### config.mk
export PLATFORM = sky130hd
export DESIGN_NAME = digit_scan_mux
export DESIGN_NICKNAME = d
export VERILOG_FILES = /design/src/rtl/mul_disp_pkg.sv /design/src/rtl/scan_prescaler.sv /design/src/rtl/digit_scan_mux.sv
export SDC_FILE = /design/constraint.sdc
export NUM_CORES = 1
export LEC_CHECK = 0
export CAP_MARGIN = 5
export CORE_ASPECT_RATIO = 1.4
export CORE_MARGIN = 2
export CORE_UTILIZATION = 35
export DETAILED_ROUTE_END_ITERATION = 7
export GPL_ROUTABILITY_DRIVEN = 0
export PLACE_DENSITY = 0.65
export SYNTH_ARGS = -nofsm -noshare
export SYNTH_HDL_FRONTEND = slang
export SYNTH_SLANG_ARGS = --single-unit
### constraint.sdc
create_clock -name clk -period 1.6 [get_ports clk]
set_input_delay 0.4 -clock clk [delete_from_list [all_inputs] [get_ports clk]]
set_output_delay 0.4 -clock clk [all_outputs]
set_load 0.02 [all_outputs]
### src/rtl/mul_disp_pkg.sv
// Shared defaults and helpers for the multiplier result display path.
// Helpers are sized for the largest supported word; callers truncate to their own width.
package mul_disp_pkg;

  localparam int DIGIT_W_DEF    = 4;
  localparam int NUM_DIGITS_DEF = 4;
  localparam int SCAN_DIV_DEF   = 1000;
  localparam int MAX_DIGITS     = 32;
  localparam int MAX_WORD       = 256;

  function automatic logic [MAX_DIGITS-1:0] onehot(input int unsigned idx);
    logic [MAX_DIGITS-1:0] v;
    for (int k = 0; k < MAX_DIGITS; k++) v[k] = (idx == unsigned'(k));
    return v;
  endfunction

  // Bit d is set when digits d..num_digits-1 are all zero.
  function automatic logic [MAX_DIGITS-1:0] lz_mask(input logic [MAX_WORD-1:0] word,
                                                    input int digit_w,
                                                    input int num_digits);
    logic [MAX_WORD-1:0]   dmask;
    logic [MAX_WORD-1:0]   shifted;
    logic [MAX_DIGITS-1:0] m;
    logic                  still_zero;
    dmask      = ~({MAX_WORD{1'b1}} << digit_w);
    m          = '0;
    still_zero = 1'b1;
    for (int d = MAX_DIGITS - 1; d >= 0; d--) begin
      if (d < num_digits) begin
        shifted    = word >> (d * digit_w);
        still_zero = still_zero & ~(|(shifted & dmask));
        m[d]       = still_zero;
      end
    end
    return m;
  endfunction

endpackage

### src/rtl/scan_prescaler.sv
// Divides the enabled clock into one scan tick every SCAN_DIV cycles.
// The count freezes while en is low so a paused digit resumes where it stopped.
module scan_prescaler
  import mul_disp_pkg::*;
#(
  parameter int SCAN_DIV = SCAN_DIV_DEF
) (
  input  logic clk,
  input  logic rst,
  input  logic en,
  output logic tick
);

  localparam int CNT_W = (SCAN_DIV > 1) ? $clog2(SCAN_DIV) : 1;
  localparam logic [CNT_W-1:0] LAST_CNT = CNT_W'(SCAN_DIV - 1);

  logic [CNT_W-1:0] div_cnt_q, div_cnt_d;
  logic             at_last;

  always_comb begin
    at_last   = (div_cnt_q == LAST_CNT);
    tick      = en && at_last;
    div_cnt_d = div_cnt_q;
    if (en) div_cnt_d = at_last ? '0 : div_cnt_q + CNT_W'(1);
  end

  always_ff @(posedge clk or posedge rst) begin
    if (rst) div_cnt_q <= '0;
    else     div_cnt_q <= div_cnt_d;
  end

endmodule

### src/rtl/digit_scan_mux.sv
// Time-multiplexed digit scanner with double-buffered word load, leading-zero
// blanking and a frame-done pulse; outputs are registered from pre-update state.
module digit_scan_mux
  import mul_disp_pkg::*;
#(
  parameter int DIGIT_W    = DIGIT_W_DEF,
  parameter int NUM_DIGITS = NUM_DIGITS_DEF,
  parameter int SCAN_DIV   = SCAN_DIV_DEF,
  parameter int LZ_BLANK   = 1
) (
  input  logic                          clk,
  input  logic                          rst,
  input  logic [DIGIT_W*NUM_DIGITS-1:0] in,
  input  logic                          load,
  input  logic                          en,
  output logic [DIGIT_W-1:0]            digit_out,
  output logic [NUM_DIGITS-1:0]         digit_sel,
  output logic                          blank,
  output logic                          frame_done
);

  localparam int WORD_W = DIGIT_W * NUM_DIGITS;
  localparam int IDX_W  = $clog2(NUM_DIGITS);
  localparam logic [IDX_W-1:0] LAST_IDX = IDX_W'(NUM_DIGITS - 1);

  logic                  tick, wrap;
  logic [IDX_W-1:0]      idx_q, idx_d;
  logic [WORD_W-1:0]     disp_word_q, disp_word_d;
  logic [WORD_W-1:0]     pend_word_q, pend_word_d;
  logic                  pend_valid_q, pend_valid_d;
  logic [DIGIT_W-1:0]    digit_out_q, digit_out_d, cur_digit;
  logic [NUM_DIGITS-1:0] digit_sel_q, digit_sel_d;
  logic                  blank_q, blank_d;
  logic                  frame_done_q, frame_done_d;
  logic                  cur_lz;
  logic [MAX_WORD-1:0]   disp_ext;
  logic [NUM_DIGITS-1:0] lz_vec, sel_vec;

  scan_prescaler #(.SCAN_DIV(SCAN_DIV)) u_prescaler (
    .clk (clk),
    .rst (rst),
    .en  (en),
    .tick(tick)
  );

  assign wrap = tick && (idx_q == LAST_IDX);

  // A load in the commit cycle lands in the pending buffer after the old value moves out.
  always_comb begin
    idx_d        = idx_q;
    disp_word_d  = disp_word_q;
    pend_word_d  = pend_word_q;
    pend_valid_d = pend_valid_q;
    if (tick) idx_d = (idx_q == LAST_IDX) ? '0 : idx_q + IDX_W'(1);
    if (wrap && pend_valid_q) begin
      disp_word_d  = pend_word_q;
      pend_valid_d = 1'b0;
    end
    if (load) begin
      pend_word_d  = in;
      pend_valid_d = 1'b1;
    end
  end

  always_comb begin
    disp_ext                = '0;
    disp_ext[WORD_W-1:0]    = disp_word_q;
    lz_vec                  = NUM_DIGITS'(lz_mask(disp_ext, DIGIT_W, NUM_DIGITS));
    sel_vec                 = NUM_DIGITS'(onehot(32'(idx_q)));
    cur_digit               = '0;
    cur_lz                  = 1'b0;
    for (int k = 0; k < NUM_DIGITS; k++) begin
      if (idx_q == IDX_W'(k)) begin
        cur_digit = disp_word_q[k*DIGIT_W +: DIGIT_W];
        cur_lz    = lz_vec[k];
      end
    end
    digit_out_d  = digit_out_q;
    digit_sel_d  = '0;
    blank_d      = 1'b1;
    frame_done_d = 1'b0;
    if (en) begin
      digit_out_d  = cur_digit;
      digit_sel_d  = sel_vec;
      blank_d      = (LZ_BLANK != 0) && (idx_q != '0) && cur_lz;
      frame_done_d = wrap;
    end
  end

  always_ff @(posedge clk or posedge rst) begin
    if (rst) begin
      idx_q        <= '0;
      disp_word_q  <= '0;
      pend_word_q  <= '0;
      pend_valid_q <= 1'b0;
      digit_out_q  <= '0;
      digit_sel_q  <= '0;
      blank_q      <= 1'b1;
      frame_done_q <= 1'b0;
    end else begin
      idx_q        <= idx_d;
      disp_word_q  <= disp_word_d;
      pend_word_q  <= pend_word_d;
      pend_valid_q <= pend_valid_d;
      digit_out_q  <= digit_out_d;
      digit_sel_q  <= digit_sel_d;
      blank_q      <= blank_d;
      frame_done_q <= frame_done_d;
    end
  end

  assign digit_out  = digit_out_q;
  assign digit_sel  = digit_sel_q;
  assign blank      = blank_q;
  assign frame_done = frame_done_q;

endmodule

# After elaboration in Yosys (flattened, before gate mapping)
# Cells that the tools add are included.
# word_totals
n_memories	0
input_bits	20
latch_bits	0
mem_bits_rw	0
romBits	0
register_bits	55
elab_cells	48
output_inout_bits	10
# op_classes
magnitude_cmp	0
multipliers	0
div_mod_pow	0
addsub	2
bitwise_logic	7
eq_ne	4
shifts	0
n_mux	15
n_reduce_logical	11
# ops
operator	n
$mux 4	5
$reduce_or 4->1	4
$add 10x1->10 const B	1
$eq 10x10->1 const B	1
$mux 10	1
$mux 1	8
$eq 2x2->1 const B	2
$logic_and 1x1->1	4
$not 1->1	4
$reduce_bool 2->1	2
$and 1x1->1	3
$add 2x1->2 const B	1
$eq 2x1->1 const B	1
$logic_not 2->1	1
$mux 2	1

# Depth between registers and ports, before layout
# depth
depth_word	11
mapped_depth	7
depth_no_buf	6

# By module
# A second synthesis with hierarchy kept.
# hier_totals
cells_unflattened	192
area_unflattened_um2	2459.9
# by_module_without_submodules
module	instances	area_per_inst_um2	cells_each
digit_scan_mux	1	1913.1	139
scan_prescaler	1	546.8	53

# Worst setup path before layout
# No wires, ideal clock.
# synth_timing
path_kind	input to register
startpoint	input en
endpoint	register disp_word_q[0]
setup_time_ns	0.125
stages	6
t_arrival_ns	1.595
path_slack_ns	-0.120
cell_sequence	buf_2 -> nand4_2 -> nor4_4 -> nand3_4 -> buf_6 -> mux2_4
# synth_via
elab_chain_len	3
# synth_lines
item	line	text
start, declared	digit_scan_mux.sv:15	input logic en,
$logic_and 1x1->1	scan_prescaler.sv:22	tick = en && at_last;
$logic_and 1x1->1	digit_scan_mux.sv:46	assign wrap = tick && (idx_q == LAST_IDX);
$logic_and 1x1->1	digit_scan_mux.sv:55	if (wrap && pend_valid_q) begin
end signal, assigned	digit_scan_mux.sv:102	disp_word_q <= disp_word_d;
end, declared	digit_scan_mux.sv:28	logic [WORD_W-1:0] disp_word_q, disp_word_d;
# No other way between the ends.
# A chain may end at the register's enable or synchronous reset.

# Worst setup path in the final report
# layout_timing
startpoint	register u_prescaler.div_cnt_q[1]
endpoint	register disp_word_q[5]
# layout_via
elab_chain_len	4
# layout_lines
item	line	text
start, declared	scan_prescaler.sv:17	logic [CNT_W-1:0] div_cnt_q, div_cnt_d;
start signal, assigned	scan_prescaler.sv:29	else div_cnt_q <= div_cnt_d;
$eq 10x10->1	scan_prescaler.sv:21	at_last = (div_cnt_q == LAST_CNT);
$logic_and 1x1->1	scan_prescaler.sv:22	
$logic_and 1x1->1	digit_scan_mux.sv:46	
$logic_and 1x1->1	digit_scan_mux.sv:55	
# No other way between the ends.

==> flow_summary_export.csv <==
group,metric,value,unit
logic_synthesis,synth_enable_flop_cells,0,
route,wl_per_cell,12.77,µm
clock_network,cts_buffers,5,
timing,post-route-min-period,1.565,ns
global_routing,grtUsageTotal,12.72,%
route,drc,0,
final_layout,layout.nets,264,
route,routed_via_density,4.708,
logic_synthesis,ys_seq_elements,55,
critical_path,crit_type,"flip-flop to flip-flop",
critical_path,arrival,1.76,ns
critical_path,crit_buf_inv,1,
die,io_pins,30,
route,vias,1563,
critical_path,worstSetupStartpointType,"flip-flop",
final_layout,drive_above_1_share,33.33,%
place,postPlaceCellArea,2995,µm²
timing,finalClockSkew,0.008062,ns
global_routing,grt_first_pass_wirelength,7279,µm
critical_path,path_cells,"ha_4, nand4_4, nor4_4, nand3_4, buf_12, mux2_4",
timing,worstMarginPinSlew,0.3034,ns
place,portBuffers,29,
critical_path,critPathSlowestCell,"dfrtp_1",
clock_network,clockBufferDepth,2,
timing,finalHoldViolCount,0,
die,core-area,6613,µm²
global_routing,grt_pass1_vias,1650,
place,post-place-ws,-0.4865,ns
final_layout,num_antenna_cells,0,
die,die_height,102.1,µm
timing,slew_headroom,79.59,%
final_layout,finalInstanceArea,3127,µm²
critical_path,end_kind,"flip-flop",
power,p_leak,1.430,nW
clock_network,cts.clk_slew.worst_paths,0.09,ns
route,drtIter0Drc,53,
logic_synthesis,synth_seq_area_share,57.28,%
timing,rsz0062_at_grt,"true",
logic_synthesis,synth_nets,211,
logic_synthesis,async_flop_share,100.0,%
clock_network,ctsHoldBuffers,0,
critical_path,critPathTopFamily,"simple AND/OR/NAND/NOR gates",
logic_synthesis,yosys_warnings,0,
critical_path,cp_max_fo,16,
critical_path,required,1.79,ns
power,power_density,960.1,nW/µm²
logic_synthesis,synthCells,186,
global_routing,grt_start_max_net_pins,36,
place,post-place-cells,320,
logic_synthesis,syn_avg_cell_area,12.93,µm²
die,dieArea,7559,µm²
final_layout,fillers,631,
final_layout,final_core_util,47.28,%
logic_synthesis,synth_area,2405,µm²
logic_synthesis,synth.distinct_cells,37,
die,start_util,36.37,%
timing,drv_slew,0,
place,hpwl,3238,µm
run,maxCapViolations,0,
route,wl,4240,µm
critical_path,crit_path_max_incr_delay,0.40,ns
die,core.rowCount,35,
die,die_w,74.06,µm
final_layout,final_cells,332,
timing,timing.final.ws_setup,0.03489,ns
clock_network,clock_latency,0.31,ns
min_path,hold_path_class,"primary input to async pin",
clock_network,cts.sinks,55,
global_routing,overflow,0,
clock_network,ctsHtreeMaxLevel,2,
timing,fin_crit_sh,97.82,%
logic_synthesis,synth_ff_type,"dfrtp_1",
final_layout,area_growth_syn_to_layout,30.02,%
run_status,outcome,"finished, final reports clean",
route,ant_nets,0,
route,first_pass_iters,4,
power,ir_drop,0.3629,mV
timing,max_freq,638.9,MHz
clock_network,root_buffer,"clkbuf_8",
timing,finalSetupViolCount,0,
timing,fin_hold_ws,0.3392,ns
clock_network,cts_tree,"built",
global_routing,antenna_found_initial,0,
## timing repair
| action | CTS | global route |
|---|---|---|
| setup buffers | 3 | 1 |
| resized for setup | 12 | 10 |
| endpoints found under the setup margin | 32 | 22 |
| pin swaps | 1 | 1 |
## sequential cells by signal (all words and copies together) (netlist names)
register,count
frame_done,1
digit_out,4
pend_valid_q,1
disp_word_q,16
blank,1
idx_q,2
digit_sel,4
pend_word_q,16
u_prescaler.div_cnt_q,10
## metal layers
layer  share of wire [%]  GRT usage [%]  vias to the layer above
met5                   0              0                        -
met4                 2.7          7.273                        0
met3                 3.4          2.959                        9
met2                  53          21.57                       35
met1                  41          14.47                      765
li1                    -              -                      754
## placed cells by master, fill, tap and decap left out, drive strengths merged, types with 4 or more instances in the layout
cell / synthesis / final
mux2: 32 / 32
nor2: 10 / 10
clkdlybuf4s50: 0 / 18
clkbuf: 6 / 6
ha: 5 / 5
inv: 8 / 7
nand3: 5 / 5
xnor2: 5 / 5
dlygate4sd2: 0 / 10
nand2: 10 / 10
buf: 3 / 26
and2: 4 / 4
dfrtp: 54 / 54
o21ai: 7 / 7
nand4: 5 / 5
## kinds of logic after synthesis
| family | share of synthesized area (%) |
|---|---|
| muxes | 16.96 |
| adders and majority gates | 2.601 |
| and+or+nand+nor | 11.45 |
| AOI/OAI and AO/OA | 6.504 |
| DFF | 57.28 |
| buffers and inverters | 3.017 |
| xor gates and xnor gates | 2.185 |
## worst reg2reg max path, cell delays in order, from the launching register on
cell and delay [ns]:
dfrtp_1 0.40, ha_4 0.16, nand4_4 0.08, nor4_4 0.22, nand3_4 0.11, buf_12 0.17, mux2_4 0.30
## report_power, final
| part | internal [mW] | leakage, nW | total (mW) | switching, mW |
|---|---|---|---|---|
| sequential | 1.52 | 0.689 | 1.63 | 0.112 |
| combinational | 0.356 | 0.700 | 0.632 | 0.276 |
| clock | 0.307 | 0.0412 | 0.736 | 0.430 |
## layout make-up
| class | count | area (µm²) | share of cell area [%] |
|---|---|---|---|
| repair buffers | 55 | 510.5 | 16.33 |
| clock buffers | 6 | 72.57 | 2.321 |
| well taps | 92 | 115.1 | 3.681 |
| flip-flops and latches | 55 | 1378 | 44.06 |
| inverters | 8 | 33.78 | 1.080 |
| clock inverters | 2 | 12.51 | 0.4002 |
| multi-input cells | 114 | 1005 | 32.13 |
## cells in the mapped netlist (2+ instances only)
| master | count | area share (%) |
|---|---|---|
| nor3_1 | 3 | 0.62 |
| dfrtp_1 | 54 | 56 |
| nand4_1 | 3 | 0.78 |
| nor2_1 | 10 | 1.6 |
| nand4_2 | 2 | 1.0 |
| inv_1 | 8 | 1.2 |
| nor4_1 | 2 | 0.52 |
| clkbuf_1 | 6 | 0.94 |
| o21ai_0 | 7 | 1.5 |
| and2_1 | 4 | 1.0 |
| o31ai_1 | 2 | 0.62 |
| a221o_1 | 3 | 1.2 |
| nor2b_1 | 2 | 0.52 |
| ha_1 | 5 | 2.6 |
| a31oi_1 | 3 | 0.78 |
| nand2_1 | 10 | 1.6 |
| nand3_1 | 4 | 0.83 |
| a21oi_1 | 3 | 0.62 |
| nand2b_1 | 3 | 0.78 |
| xnor2_1 | 5 | 1.8 |
| mux2_4 | 10 | 6.2 |
| mux2_2 | 22 | 10 |
## through the flow
step	total power, mW	TNS (ns)
floorplan	1.981	-1.149
global placement	2.258	-10.66
detailed placement	2.276	-10.86
CTS	3.016	0
global route	3.157	-0.5082
finish	3.002	0
## worst paths after layout
check / startpoint / end / slack, ns / cells past startpoint
max in group asynchronous: rst / blank / 0.79 / 3
min reg2reg: disp_word_q[15] / blank / 0.46 / 1
min: rst / u_prescaler.div_cnt_q[6] / 0.34 / 2
max reg2reg: u_prescaler.div_cnt_q[1] / disp_word_q[5] / 0.03 / 6
min in group clk: disp_word_q[15] / blank / 0.46 / 1
max: u_prescaler.div_cnt_q[1] / disp_word_q[5] / 0.03 / 6
Power figures use the tool's default switching activity.
